`config.mk`:
```
export PLATFORM = sky130hd
export DESIGN_NAME = booth_prod_accum
export DESIGN_NICKNAME = d
export VERILOG_FILES = /design/src/rtl/booth_prod_accum.sv
export SDC_FILE = /design/constraint.sdc
export NUM_CORES = 1
export LEC_CHECK = 0
export ABC_CLOCK_PERIOD_IN_PS = 4200
export CAP_MARGIN = 20
export CELL_PAD_IN_SITES_DETAIL_PLACEMENT = 1
export CELL_PAD_IN_SITES_GLOBAL_PLACEMENT = 1
export CORE_UTILIZATION = 45
export CTS_BUF_LIST = sky130_fd_sc_hd__clkbuf_4 sky130_fd_sc_hd__clkbuf_8 sky130_fd_sc_hd__clkbuf_16
export DETAILED_ROUTE_END_ITERATION = 10
export HOLD_SLACK_MARGIN = 0.12
export PLACE_DENSITY = 0.86
export SLEW_MARGIN = 30
export SYNTH_ARGS = -nofsm -noshare
export SYNTH_HDL_FRONTEND = slang
export SYNTH_SLANG_ARGS = --single-unit
```
`constraint.sdc`:
```
create_clock -name clk -period 4.2 [get_ports clk]
set_input_delay 1.26 -clock clk [delete_from_list [all_inputs] [get_ports clk]]
set_output_delay 1.26 -clock clk [all_outputs]
set_load 0.03 [all_outputs]
```
`src/rtl/booth_prod_accum.sv`:
```
// Purpose : accumulates a frame of signed 8-bit Booth products into one signed sum.
//           It sends the sum as two bytes, low byte first, and reports signed overflow.
// Latency : the last product is accepted in cycle N; the low byte is valid in cycle N+1.
// Backpr. : prod_ready is low while a result is being sent.
//           The result bytes are held stable until out_ready accepts them.
//
// Ports:
//   clk, rst    : rising-edge clock and asynchronous active-high reset
//   clear       : synchronous frame abort; it has priority over both handshakes
//   len         : terms per frame minus 1; sampled on the first beat of a frame
//   prod_in     : signed product input, with the prod_valid/prod_ready handshake
//   out_byte    : result byte, with the out_valid/out_ready handshake
//   out_last    : high while the high byte is presented
//   ovf         : frame overflow flag, qualified by out_valid
//
// Optional build macro BOOTH_ACC_SAT_EN:
//   defined     -> the accumulator saturates on overflow
//   undefined   -> the accumulator wraps modulo 2^ACC_W
module booth_prod_accum #(
    parameter int ACC_W = 10,
    parameter int CNT_W = 4
) (
    input  logic             clk,
    input  logic             rst,
    input  logic             clear,
    input  logic [CNT_W-1:0] len,
    input  logic [7:0]       prod_in,
    input  logic             prod_valid,
    output logic             prod_ready,
    output logic [7:0]       out_byte,
    output logic             out_valid,
    input  logic             out_ready,
    output logic             out_last,
    output logic             ovf
);

    typedef enum logic [1:0] {
        ACCUM   = 2'd0,
        SEND_LO = 2'd1,
        SEND_HI = 2'd2
    } state_t;

    state_t r_state;
    state_t w_next;

    logic signed [ACC_W-1:0] r_acc;
    logic        [CNT_W-1:0] r_cnt;
    logic        [CNT_W-1:0] r_len_q;
    logic        [15:0]      r_result;
    logic                    r_ovf_q;
    logic                    r_frame_ovf;

    logic signed [ACC_W:0]   w_sum;
    logic                    w_beat_ovf;
    logic                    w_frame_ovf;
    logic signed [ACC_W-1:0] w_new_acc;
    logic                    w_accept;
    logic                    w_last;

    localparam logic signed [ACC_W-1:0] ACC_MAX = {1'b0, {(ACC_W-1){1'b1}}};
    localparam logic signed [ACC_W-1:0] ACC_MIN = {1'b1, {(ACC_W-1){1'b0}}};

    // The sum has one guard bit, so it never wraps.
    // Overflow shows as the guard bit differing from the accumulator sign bit.
    assign w_sum      = (ACC_W+1)'(r_acc) + (ACC_W+1)'($signed(prod_in));
    assign w_beat_ovf = w_sum[ACC_W] ^ w_sum[ACC_W-1];

    // The first beat of a frame restarts the running overflow flag.
    assign w_frame_ovf = (r_cnt == '0) ? w_beat_ovf : (r_frame_ovf | w_beat_ovf);

`ifdef BOOTH_ACC_SAT_EN
    // On overflow, the guard bit holds the true sign, so it selects the clamp value.
    assign w_new_acc = w_beat_ovf ? (w_sum[ACC_W] ? ACC_MIN : ACC_MAX)
                                  : w_sum[ACC_W-1:0];
`else
    assign w_new_acc = w_sum[ACC_W-1:0];
`endif

    assign w_accept = (r_state == ACCUM) && prod_valid;

    // On the first beat, len_q still holds the previous frame's value.
    // The live len input therefore decides whether this beat is the last.
    assign w_last = (r_cnt == '0) ? (len == '0) : (r_cnt == r_len_q);

    // State register
    always_ff @(posedge clk or posedge rst) begin
        if (rst) begin
            r_state <= ACCUM;
        end else begin
            r_state <= w_next;
        end
    end

    // Next-state and output decode
    always_comb begin
        w_next     = r_state;
        prod_ready = 1'b0;
        out_valid  = 1'b0;
        out_last   = 1'b0;
        out_byte   = 8'h00;
        ovf        = 1'b0;
        case (r_state)
            ACCUM: begin
                prod_ready = 1'b1;
                if (prod_valid && w_last) begin
                    w_next = SEND_LO;
                end
            end
            SEND_LO: begin
                out_valid = 1'b1;
                out_byte  = r_result[7:0];
                ovf       = r_ovf_q;
                if (out_ready) begin
                    w_next = SEND_HI;
                end
            end
            SEND_HI: begin
                out_valid = 1'b1;
                out_byte  = r_result[15:8];
                out_last  = 1'b1;
                ovf       = r_ovf_q;
                if (out_ready) begin
                    w_next = ACCUM;
                end
            end
            default: w_next = ACCUM;
        endcase
        if (clear) begin
            w_next = ACCUM;
        end
    end

    // Datapath registers
    always_ff @(posedge clk or posedge rst) begin
        if (rst) begin
            r_acc       <= '0;
            r_cnt       <= '0;
            r_len_q     <= '0;
            r_result    <= '0;
            r_ovf_q     <= 1'b0;
            r_frame_ovf <= 1'b0;
        end else if (clear) begin
            r_acc       <= '0;
            r_cnt       <= '0;
            r_ovf_q     <= 1'b0;
            r_frame_ovf <= 1'b0;
        end else if (w_accept) begin
            r_frame_ovf <= w_frame_ovf;
            if (r_cnt == '0) begin
                r_len_q <= len;
            end
            if (w_last) begin
                r_result <= 16'(w_new_acc);
                r_ovf_q  <= w_frame_ovf;
                r_acc    <= '0;
                r_cnt    <= '0;
            end else begin
                r_acc <= w_new_acc;
                r_cnt <= r_cnt + CNT_W'(1);
            end
        end
    end

endmodule

```
After elaboration in Yosys (flattened, before gate mapping):

Index checks and enable logic that the tools add are counted.

* memories kept: 0
* bits in registers: 32
* bits of input ports: 17
* latch bits: 0
* bits in writable memories: 0
* memory bits (read-only): 0

* div/mod/pow operators: 0
* shift-type cells: 0
* equal/unequal tests: 6
* $lt $le $gt $ge: 0
* $mul: 0
* $add $sub $neg: 2
* multiplexer cells: 23
* reductions and logical operators: 12
* bitwise logic cells: 3

Operators by type and width (count)
* $mux W10: 3
* $pmux W8 S2: 1
* $mux W4: 3
* $add A10 B8 Y11: 1
* $mux W1: 11
* $reduce_and A3 Y1: 3
* $logic_not A4 Y1: 2
* $mux W2: 4
* $ne A3 B3 Y1 const B: 2
* $pmux W2 S3: 1
* $add A4 B1 Y4 const B: 1
* $eq A4 B4 Y1: 1
* $reduce_bool A2 Y1: 2
* $ne A3 B2 Y1 const B: 1
* $eq A2 B1 Y1 const B: 1
* $eq A2 B2 Y1 const B: 1
* $logic_and A1 B1 Y1: 2
* $logic_not A2 Y1: 1
* $reduce_and A2 Y1: 1
* $reduce_or A2 Y1: 1
* $not A1 Y1: 1
* $or A1 B1 Y1: 1
* $xor A1 B1 Y1: 1

Depth between registers and ports, before layout:

Gate-level depths: netlist of the first run.

* word-level depth: 7
* gate-level depth with buffers: 9
* gate-level depth less buffers: 9

Worst setup path before layout of the first run:

OpenSTA, ideal clock, no wires.

* path kind: register -> output
* from: reg r_state[0]
* to: out out_byte[1]
* stages on the path, launching flop included: 5
* buffers on the path: 0
* data required time: 2940 ps
* arrival time: 1773 ps
* slack: 1167 ps
* cell sequence: dfrtp_1 inv_1 ha_1 nand2_1 a21boi_0

* word-level cells in the longest chain between the ends: 2

RTL lines
* start, declared: RTL line 43 `state_t r_state;`
* start signal, assigned: RTL line 90 `r_state <= w_next;`
* $eq A2 B2 Y1 / $eq A2 B1 Y1 (equally long branches): RTL line 102 `case (r_state)`
* $pmux W8 S2 (*): RTL line 102
* end, declared: RTL line 30 `output logic [7:0] out_byte,`

Mark *: on every way between the ends. The rest lies on a longest branch, timed or not.

Worst setup path after layout of the first run:

* from: reg r_state[1]
* to: out out_byte[1]

The elaborated chain is that of the path after synthesis.

==> impl_metrics.json, run 1 <==
{
  "grt_max_degree": 33,
  "reg2reg_from": "r_state[0]",
  "synth_top_area_share_pct": 41.1,
  "syn_area_sq_um": 1950,
  "postSynthCellCount": 188,
  "gr-usage-met2_pct": 42.7,
  "fmaxAchievable_mhz": 290,
  "syn_area_per_cell_sq_um": 10.4,
  "cp_max_fo": 10,
  "use_met3_pct": 4.22,
  "h-tree-depth": 2,
  "period_needed_ns": 3.44,
  "layout-drive-gt1-share_pct": 12.2,
  "cts_max_path_buffers": 2,
  "antenna_found_initial": 0,
  "worstHoldPathCells": 1,
  "start_util_pct": 47.6,
  "path_clk_slew_ns": 0.07,
  "top_usage_layer": "met2",
  "hold_viol_final": 0,
  "ir_worst_vdd_v": 0.000215,
  "synth_warnings": 0,
  "leakagePower_nw": 1.08,
  "hold_path_end": "r_result[2]",
  "utilization_pct": 58.2,
  "critPathKind": "reg2out",
  "diodes": 0,
  "final_common_cell": "dfrtp_1",
  "grt_pass1_vias": 1572,
  "grt_util_met1_pct": 30.9,
  "fp-row-count": 23,
  "rsz0062_at_grt": "false",
  "cts_setup_buffers": 0,
  "final_cell_mix": "dfrtp_1 (32), clkdlybuf4s50_1 (28), nand2_1 (18), ha_1 (16)",
  "post-route-drc-count": 0,
  "power.total_w": 0.00119,
  "worst_skew_pair.late_latency_ns": 0.29,
  "wirelength_mm": 5.00,
  "cp-end-kind": "primary output",
  "syn-num-nets": 222,
  "r2r_setup_slack_ns": 2.03,
  "grt_pass1_wl_mm": 8.06,
  "period_share_pct": 82.0,
  "dr.pass1.iters": 4,
  "reg2reg_depth": 9,
  "async_reset_ff_share_pct": 100,
  "dp_hpwl_mm": 3.78,
  "fin_nets": 255,
  "numCtsBuffers": 5,
  "cts_tree": "yes",
  "port_buffers": 28,
  "cts_sinks": 32,
  "yosys.area.top_type": "dfrtp_1",
  "die-area_sq_um": 4590,
  "grtUsageTotal_pct": 24.7,
  "final-max-slew-violation-count": 0,
  "slew_headroom_pct": 72.6,
  "vias_per_cell": 5.59,
  "cts_hold_buf": 0,
  "core_sq_um": 4090,
  "io_pins": 29,
  "tightest_slew_ns": 0.409,
  "synth-seq-cells": 32,
  "hold_path_startpoint": "r_result[2]",
  "clock_skew_ns": 0.00582,
  "synth_edf_count": 0,
  "arrival_ns": 2.18,
  "routedWlPerCell_um": 18.4,
  "synthDistinctLibCells": 35,
  "ys_seq_area_share_pct": 41.1,
  "required_ns": 2.94,
  "gp_congestion": 0.951,
  "cts_root_buf": "clkbuf_8",
  "maxCapViolations": 0,
  "gr-total-overflow": 0,
  "final-setup-viol-count": 0,
  "dr.first_iter.drc_count": 72,
  "outcome": "finished, final reports clean",
  "post_cts_resized": 0,
  "vias": 1521,
  "route.antenna.remaining_nets": 0,
  "pwr_density_cell_nw_per_um2": 500,
  "synthTopCellsByArea": "dfrtp_1 (41%), ha_1 (10%), mux2_4 (5.4%), xnor2_1 (5.4%), a22o_1 (4.5%)",
  "synth-main-ff-cell": "dfrtp_1",
  "die_w_um": 67.8,
  "die_y_um": 67.8,
  "setup_tns_ns": 0,
  "cp-start-kind": "flop",
  "area_growth_pct": 22.1,
  "worstHoldPathType": "reg2reg",
  "r2r_end": "r_cnt[0]"
}
-- per-stage QoR --
step	worst slack (ns)	cells	instance area, sq um	hold WS (ns)
after global placement	0.818	264	2280	0.474
final	0.757	272	2380	0.516
after floorplan	1.17	188	1950	0.450
after CTS	0.742	272	2380	0.519
after global routing	0.592	272	2380	0.538
after detailed placement	0.710	264	2280	0.496
-- cell families after synthesis --
family                   Yosys count  synth area share, %
XOR/XNOR                          15                 6.75
AO/OA/AOI/OAI                     45                 15.7
adder cells (fa/ha/maj)           17                 11.3
multiplexers                      15                 9.90
AND/OR/NAND/NOR                   48                 11.6
buffers and inverters             16                 3.53
flip-flops                        32                 41.1
-- synth_stat cells, types with 2 or more instances --
library cell	number
nor2b_1	2
xor2_1	3
a21oi_1	10
nor2_1	12
o21ai_0	7
clkbuf_1	3
nand3_1	4
ha_1	16
xnor2_1	12
dfrtp_1	32
mux2_2	6
a21boi_0	8
inv_1	11
nand4_1	4
a22o_1	10
nand2b_1	2
and2_1	2
mux2_4	7
o211ai_1	3
mux2i_1	2
nand2_1	18
-- worst max path at each step --
stage | start | endpoint | slack (ns) | depth (start not counted)
global route | r_state[1] | out_byte[3] | 0.59 | 5
CTS | r_state[1] | out_byte[1] | 0.74 | 5
finish | r_state[1] | out_byte[1] | 0.76 | 5
global placement | prod_in[0] | r_ovf_q | 0.82 | 10
detailed placement | prod_in[0] | r_frame_ovf | 0.71 | 10
floorplan | r_state[0] | out_byte[1] | 1.17 | 4
-- sequential cells by signal, summed over array words and instances (netlist names) --
register / cells
r_acc: 10
r_result: 10
r_cnt: 4
r_len_q: 4
r_state: 2
r_frame_ovf: 1
r_ovf_q: 1
-- critical path: stages (launching register included) --
cell and delay, ns:
dfrtp_1 0.40, inv_1 0.11, ha_1 0.38, nand2_1 0.09
a21boi_0 0.20, clkdlybuf4s50_1 0.70
-- routing by layer --
layer / vias to the layer above / wire length (um)
met4: 0 / 85
met3: 9 / 193
met1: 747 / 2170
met2: 39 / 2560
li1: 726 / -
met5: - / 0
-- final cells by class --
class,instances,area (sq um)
inverters,11,41.3
flip-flops and latches,32,801
repair buffers,31,303
clock buffers,6,82.6
fillers,442,1710
multi-input cells,140,1080
well taps,50,62.6
clock inverters,2,10.0
-- where the power goes --
group	leakage [nW]	total (W)	switching (W)	internal [W]
sequential	0.417	0.000476	0.0000737	0.000402
combinational	0.611	0.000460	0.000237	0.000223
clock	0.0510	0.000253	0.000122	0.000131
Power figures use the tool's default switching activity.
==> run 2: changes to the inputs <==
ABC_CLOCK_PERIOD_IN_PS = 3400   (was 4200)
CORE_UTILIZATION = 42   (was 45)
PLACE_DENSITY = 0.81   (was 0.86)
clock period = 3.4 ns   (was 4.2 ns; I/O delays follow)
==> run 2 against run 1 <==
Via count up 0.26%. Clock skew decreased by 0.0017 ns. Final area rose by 1.5%. Die area increased by 6.9%. Count of clock-buffer cells in the layout is 1 higher. Global-route usage fell by 3.3 points. Worst hold slack worse by 0.033 ns. Routed wire length is 3.2% lower. Non-clock buffer count is the same. Sequential share of layout area shrank 0.51 points. Sequential power grew 23%. Critical endpoint is now out_byte[2].
==> impl_metrics.json, run 2 (synthesis results as in run 1) <==
{
  "outcome": "finished, final reports clean",
  "cts_hold_buf": 0,
  "diodes": 0,
  "grt_pass1_wl_mm": 8.29,
  "ir_worst_vdd_v": 0.000253,
  "fmaxAchievable_mhz": 312,
  "cts_tree": "yes",
  "power_frac_comb_pct": 36.4,
  "final-max-slew-violation-count": 0,
  "dr.first_iter.drc_count": 56,
  "seqPwrFrac_pct": 37.6,
  "crit_buf_inv": 2,
  "switching_share_pct": 33.7,
  "dr_wl_met2_mm": 2.39,
  "cp_max_fo": 10,
  "period_share_pct": 94.4,
  "route.antenna.remaining_nets": 0,
  "wirelength_mm": 4.84,
  "io_pins": 29,
  "path_clk_slew_ns": 0.07,
  "slowest_delay_ns": 0.70,
  "port_buffers": 28,
  "final-setup-viol-count": 0,
  "rsz0062_at_grt": "false",
  "wl_met3_um": 171,
  "dp_hpwl_mm": 3.61,
  "die_y_um": 70.1,
  "clock_skew_ns": 0.00408,
  "die-area_sq_um": 4910,
  "fp-row-count": 24,
  "critPathKind": "reg2out",
  "critical_path_depth": 5,
  "arrival_ns": 2.19,
  "fin_nets": 255,
  "r2r_end": "r_result[8]",
  "critical_path.startpoint": "r_state[1]",
  "leakagePower_nw": 1.09,
  "final_cell_mix": "dfrtp_1 (32), clkdlybuf4s50_1 (28), nand2_1 (18), ha_1 (16)",
  "hold_path_startpoint": "r_result[1]",
  "h-tree-depth": 2,
  "required_ns": 2.38,
  "slowest_stage": "clkdlybuf4s50_1",
  "die_w_um": 70.1,
  "worstHoldPathCells": 2,
  "wl_met1_mm": 2.19,
  "pwr_density_cell_nw_per_um2": 644,
  "grt_pass1_vias": 1702,
  "grtUsageTotal_pct": 21.4,
  "worstHoldPathType": "reg2reg",
  "worstPathCellList": "inv_1, ha_1, nand2_1, a21boi_0, clkdlybuf4s50_1",
  "gr-total-overflow": 0,
  "gp_congestion": 0.936,
  "dpl_worst_slack_ns": 0.198,
  "reg2reg_from": "r_acc[0]",
  "cp-end-kind": "primary output",
  "largest_registers": "r_acc (10), r_result (10)",
  "p_sw_w": 0.000524,
  "area_growth_pct": 24.0,
  "setup_tns_ns": 0,
  "reg2reg_depth": 9,
  "utilization_pct": 54.7,
  "layout-drive-gt1-share_pct": 12.2,
  "critPathTopFamily": "buffers and inverters",
  "hold_viol_final": 0,
  "worst_skew_pair.late_latency_ns": 0.29,
  "final_common_cell": "dfrtp_1",
  "cts_sinks": 32,
  "antenna_found_initial": 0,
  "cts_max_path_buffers": 2,
  "post-route-drc-count": 0,
  "fillCellCount": 487,
  "vias_per_cell": 5.57,
  "cts_setup_buffers": 0,
  "post_cts_resized": 0,
  "start_util_pct": 44.1,
  "intPower_w": 0.00103,
  "r2r_setup_slack_ns": 1.29,
  "cp-start-kind": "flop",
  "worst_slack_ns": 0.190,
  "crit_end": "out_byte[2]",
  "tightest_slew_ns": 0.417,
  "core_sq_um": 4410,
  "period_needed_ns": 3.21,
  "power.total_w": 0.00155,
  "top_layer": "met4",
  "numCtsBuffers": 5,
  "maxCapViolations": 0,
  "vias": 1525,
  "dr.pass1.iters": 4,
  "grt_max_degree": 33,
  "cts_root_buf": "clkbuf_8",
  "slew_headroom_pct": 72.2,
  "routedWlPerCell_um": 17.7,
  "p_clk_share_pct": 26.0
}
[run 2: changes by cell type in the layout (fill, tap and decap cells not counted), sizes merged]
cell,previous run,this run
clkbuf,6,7
bufinv,0,1
clkinv,2,0
[run 2: layout make-up]
cell class                 instances  area [sq um]  share of cell area, %
inverter                          11          41.3                   1.71
clock buffer                       7          96.3                   3.99
clock inverter                     1          30.0                   1.24
sequential                        32           801                   33.2
multi-input combinational        140          1080                   44.6
timing repair buffer              31           303                   12.5
tap                               52          65.1                   2.70
[run 2: worst min-delay path by stage]
stage                              to  slack [ns]
final                     r_result[1]        0.48
after floorplan           r_result[1]        0.45
after global routing      r_result[3]        0.54
after CTS                 r_result[1]        0.49
after global placement    r_result[1]        0.48
after detailed placement  r_result[1]        0.48
[run 2: worst register-to-register path: stages, from the launching register on]
cell and delay [ns]:
dfrtp_1 0.39, ha_1 0.20, inv_1 0.07, fa_1 0.20, nand2b_1 0.14, a21oi_1 0.08
a211oi_1 0.33, o21ai_1 0.15, xor2_1 0.17, mux2_2 0.27
[run 2: power by group through the flow]
stage / clock (W) / sequential [W] / combinational [W]
2_1_floorplan: 0 / 0.000555 / 0.000419
3_3_place_gp: 0 / 0.000577 / 0.000523
3_5_place_dp: 0 / 0.000588 / 0.000555
4_1_cts: 0.000412 / 0.000583 / 0.000568
5_1_grt: 0.000428 / 0.000599 / 0.000617
6_report: 0.000404 / 0.000585 / 0.000565
[run 2: per-layer routing]
layer	global-route usage, %	vias up
li1	-	725
met1	27.2	760
met2	35.8	29
met3	5.48	11
met4	6.67	0
met5	0	-
[run 2: metrics by stage]
stage               cells  cell area (sq um)  hold slack [ns]
finish                274               2410            0.483
global route          274               2410            0.537
floorplan             188               1950            0.450
global placement      266               2290            0.476
detailed placement    266               2290            0.476
CTS                   274               2410            0.493
==> RTL change: new RTL, settings of run 2 <==
Set the parameter `ACC_W` to 20 (it was 10).
--- a/src/rtl/booth_prod_accum.sv
+++ b/src/rtl/booth_prod_accum.sv
@@ -18,5 +18,5 @@
 //   undefined   -> the accumulator wraps modulo 2^ACC_W
 module booth_prod_accum #(
-    parameter int ACC_W = 10,
+    parameter int ACC_W = 20,
     parameter int CNT_W = 4
 ) (
Formal check against the unedited RTL: not equivalent (Yosys sat finds a counterexample within 10 cycles, from zero or initial values and one cycle with rst high).
==> RTL change against run 2 <==
Power is 89% higher. Setup slack worse by 84 ps. Design area increased by 69%. Sequential share of layout area fell by 3.8 points. Synthesized area rose by 67%. First-iteration DRC count rose by 25%. Register-to-register slack got worse by 490 ps. Count of clock-buffer cells in the layout decreased by 1. Sequential cell count grew 16. Core utilization is 0.81 points higher. Fmax fell by 2.5%. Critical path type unchanged. Wire length grew 87%.
==> RTL change: results (changes against run 2) <==
Critical path
  • Critical path endpoint: out_byte[0]
  • Reg2reg start: r_state[0]
  • Reg2Reg Depth: 8 (-1)
  • Crit path DAT: 2270 ps (+80 ps)
  • R2R setup slack: 800 ps (-490 ps)
  • CP startpoint: r_state[1]
  • Critical R2R Capture: r_acc[18]

CTS
  • Max clock buf depth: 2 (unchanged)
  • TritonCTS Buffers: 5 (unchanged)
  • Clk slew on worst S/H paths: 90 ps (+20 ps)
  • H-tree levels: 2 (unchanged)
  • Clk Latency, worst-skew pair: approximately 300 ps

Logic synthesis
  • Most common library cells after synthesis: 50 x nand2_1, 48 x dfrtp_1, 26 x ha_1
  • Area contributors post-synth: dfrtp_1 37%, ha_1 10%, nand2_1 5.8%, xnor2_1 4.3%, a22o_1 3.8%
  • Post-synthesis sequential area ratio: 0.369 (-0.0419)
  • Mapped Nets: 392 (+77%)
  • Syn Area/Cell: 9.34 µm² (-9.8%)
  • Cell variety after synth: 56 (+60%)
  • Ys async rst share: 1.00 (unchanged)

Global route
  • First-pass GRT wire length: 15.7 mm (+89%)
  • Vias in the first global route: 3,207 (+88%)
  • GRT Util Overall: 0.239 (+0.0242)
  • Largest net degree at the start of global routing: 25 (-24%)

Placement
  • DP Area: 3980 µm² (+74%)
  • Gp weighted congestion: 0.868 (-7.3%)
  • DP HPWL: 7.11 mm (+97%)
  • Dpl cells: 510 (+92%)
  • Place WS: -210 ps (-408 ps)

Route
  • DR iter-0 viols: 70 (+25%)
  • DR pass1 iterations: 4 (unchanged)
  • Post-Route WL: 9.06 mm (+87%)
  • Via/cell ratio: 5.54 (-0.42%)

Power and ir drop
  • Peak supply drop: 0.000271 V (+7.0%)
  • Leakage power: 1.89 nW (+73%)
  • P_sw: 1.21 mW (+130%)

Cells and area
  • Final std cells w/o fill: 518 (+89%)
  • Share of post-route cells with drive strength above 1: 0.203 (+0.0812)
  • Biggest regs: r_acc (20), r_result (16)
  • Nets: 462 (+81%)

Outcome
  • Outcome: completed

Timing
  • Relative slew slack: 0.408 (-0.315)
  • Setup Skew: 9.23 ps (+5.15 ps)
  • Final Cycle Share: 0.969 (+0.0246)
RTL change: cell types whose count changed after synthesis, moves of 5 or more:
cell      before  now
nand2_1       18   50
dfrtp_1       32   48
nor2b_1        2   15
clkbuf_1       3   14
a21oi_1       10   20
ha_1          16   26
o21ai_0        7   17
a22oi_1        1    9
a21boi_0       8    1
mux2_4         7    0
a21o_1         1    6
RTL change: critical path: stages, from the launching register on:
cell and delay (ps):
dfrtp_1 420, inv_1 120, ha_1 410, a22oi_1 140, nor2b_1 180, clkdlybuf4s50_1 690
RTL change: kinds of logic (layout without fill, tap and decap cells):
family	count (synthesis)	count (layout)	synth area share
XOR/XNOR	20	20	0.0539
AO/OA/AOI/OAI	95	95	0.215
adder cells (fa/ha/maj)	27	27	0.106
buffers and inverters	29	100	0.0346
AND/OR/NAND/NOR	116	116	0.174
multiplexers	13	13	0.0473
flip-flops	48	48	0.369
RTL change: timing repair:
item	CTS	global route
hold buffers	0	0
resized for setup	0	3
setup endpoints to repair	0	6
RTL change: power groups by stage:
stage / Clock (mW) / Sequential, mW / Combinational [mW]
global placement: 0 / 0.928 / 1.57
finish: 0.360 / 0.933 / 1.65
global route: 0.390 / 0.955 / 1.82
detailed placement: 0 / 0.941 / 1.64
CTS: 0.368 / 0.932 / 1.66
floorplan: 0 / 0.880 / 1.04
RTL change: cell type report:
| type | instances | area [µm²] |
|---|---|---|
| Clock inverter | 2 | 15.0 |
| Sequential cell | 48 | 1200 |
| Inverter | 12 | 45.0 |
| Fill cell | 882 | 3280 |
| Tap cell | 99 | 124 |
| Multi-Input combinational cell | 271 | 1950 |
| Clock buffer | 6 | 82.6 |
| Timing Repair Buffer | 80 | 673 |
RTL change: how the worst min path moves through the flow:
stage                     slack, ps      endpoint          from  cells after the start
after floorplan                 450   r_result[0]   r_result[0]                      2
after global placement          460   r_result[8]   r_result[8]                      2
after detailed placement        470  r_result[11]  r_result[11]                      2
after CTS                       500  r_result[11]  r_result[11]                      2
after global routing            500   r_result[8]   r_result[8]                      2
final                           500  r_result[11]  r_result[11]                      2
RTL change: routing by layer:
layer | track usage | vias up | wire (µm)
met3 | 0.0262 | 11 | 111
li1 | - | 1388 | -
met5 | 0 | - | 0
met2 | 0.456 | 26 | 4770
met4 | 0.0511 | 0 | 132
met1 | 0.286 | 1446 | 4040
RTL change: per-stage QoR:
stage                     hold WS [ps]  utilization
after detailed placement           468        0.540
after CTS                          497        0.554
after global routing               504        0.555
final                              499        0.555
after global placement             461        0.540
after floorplan                    446            -
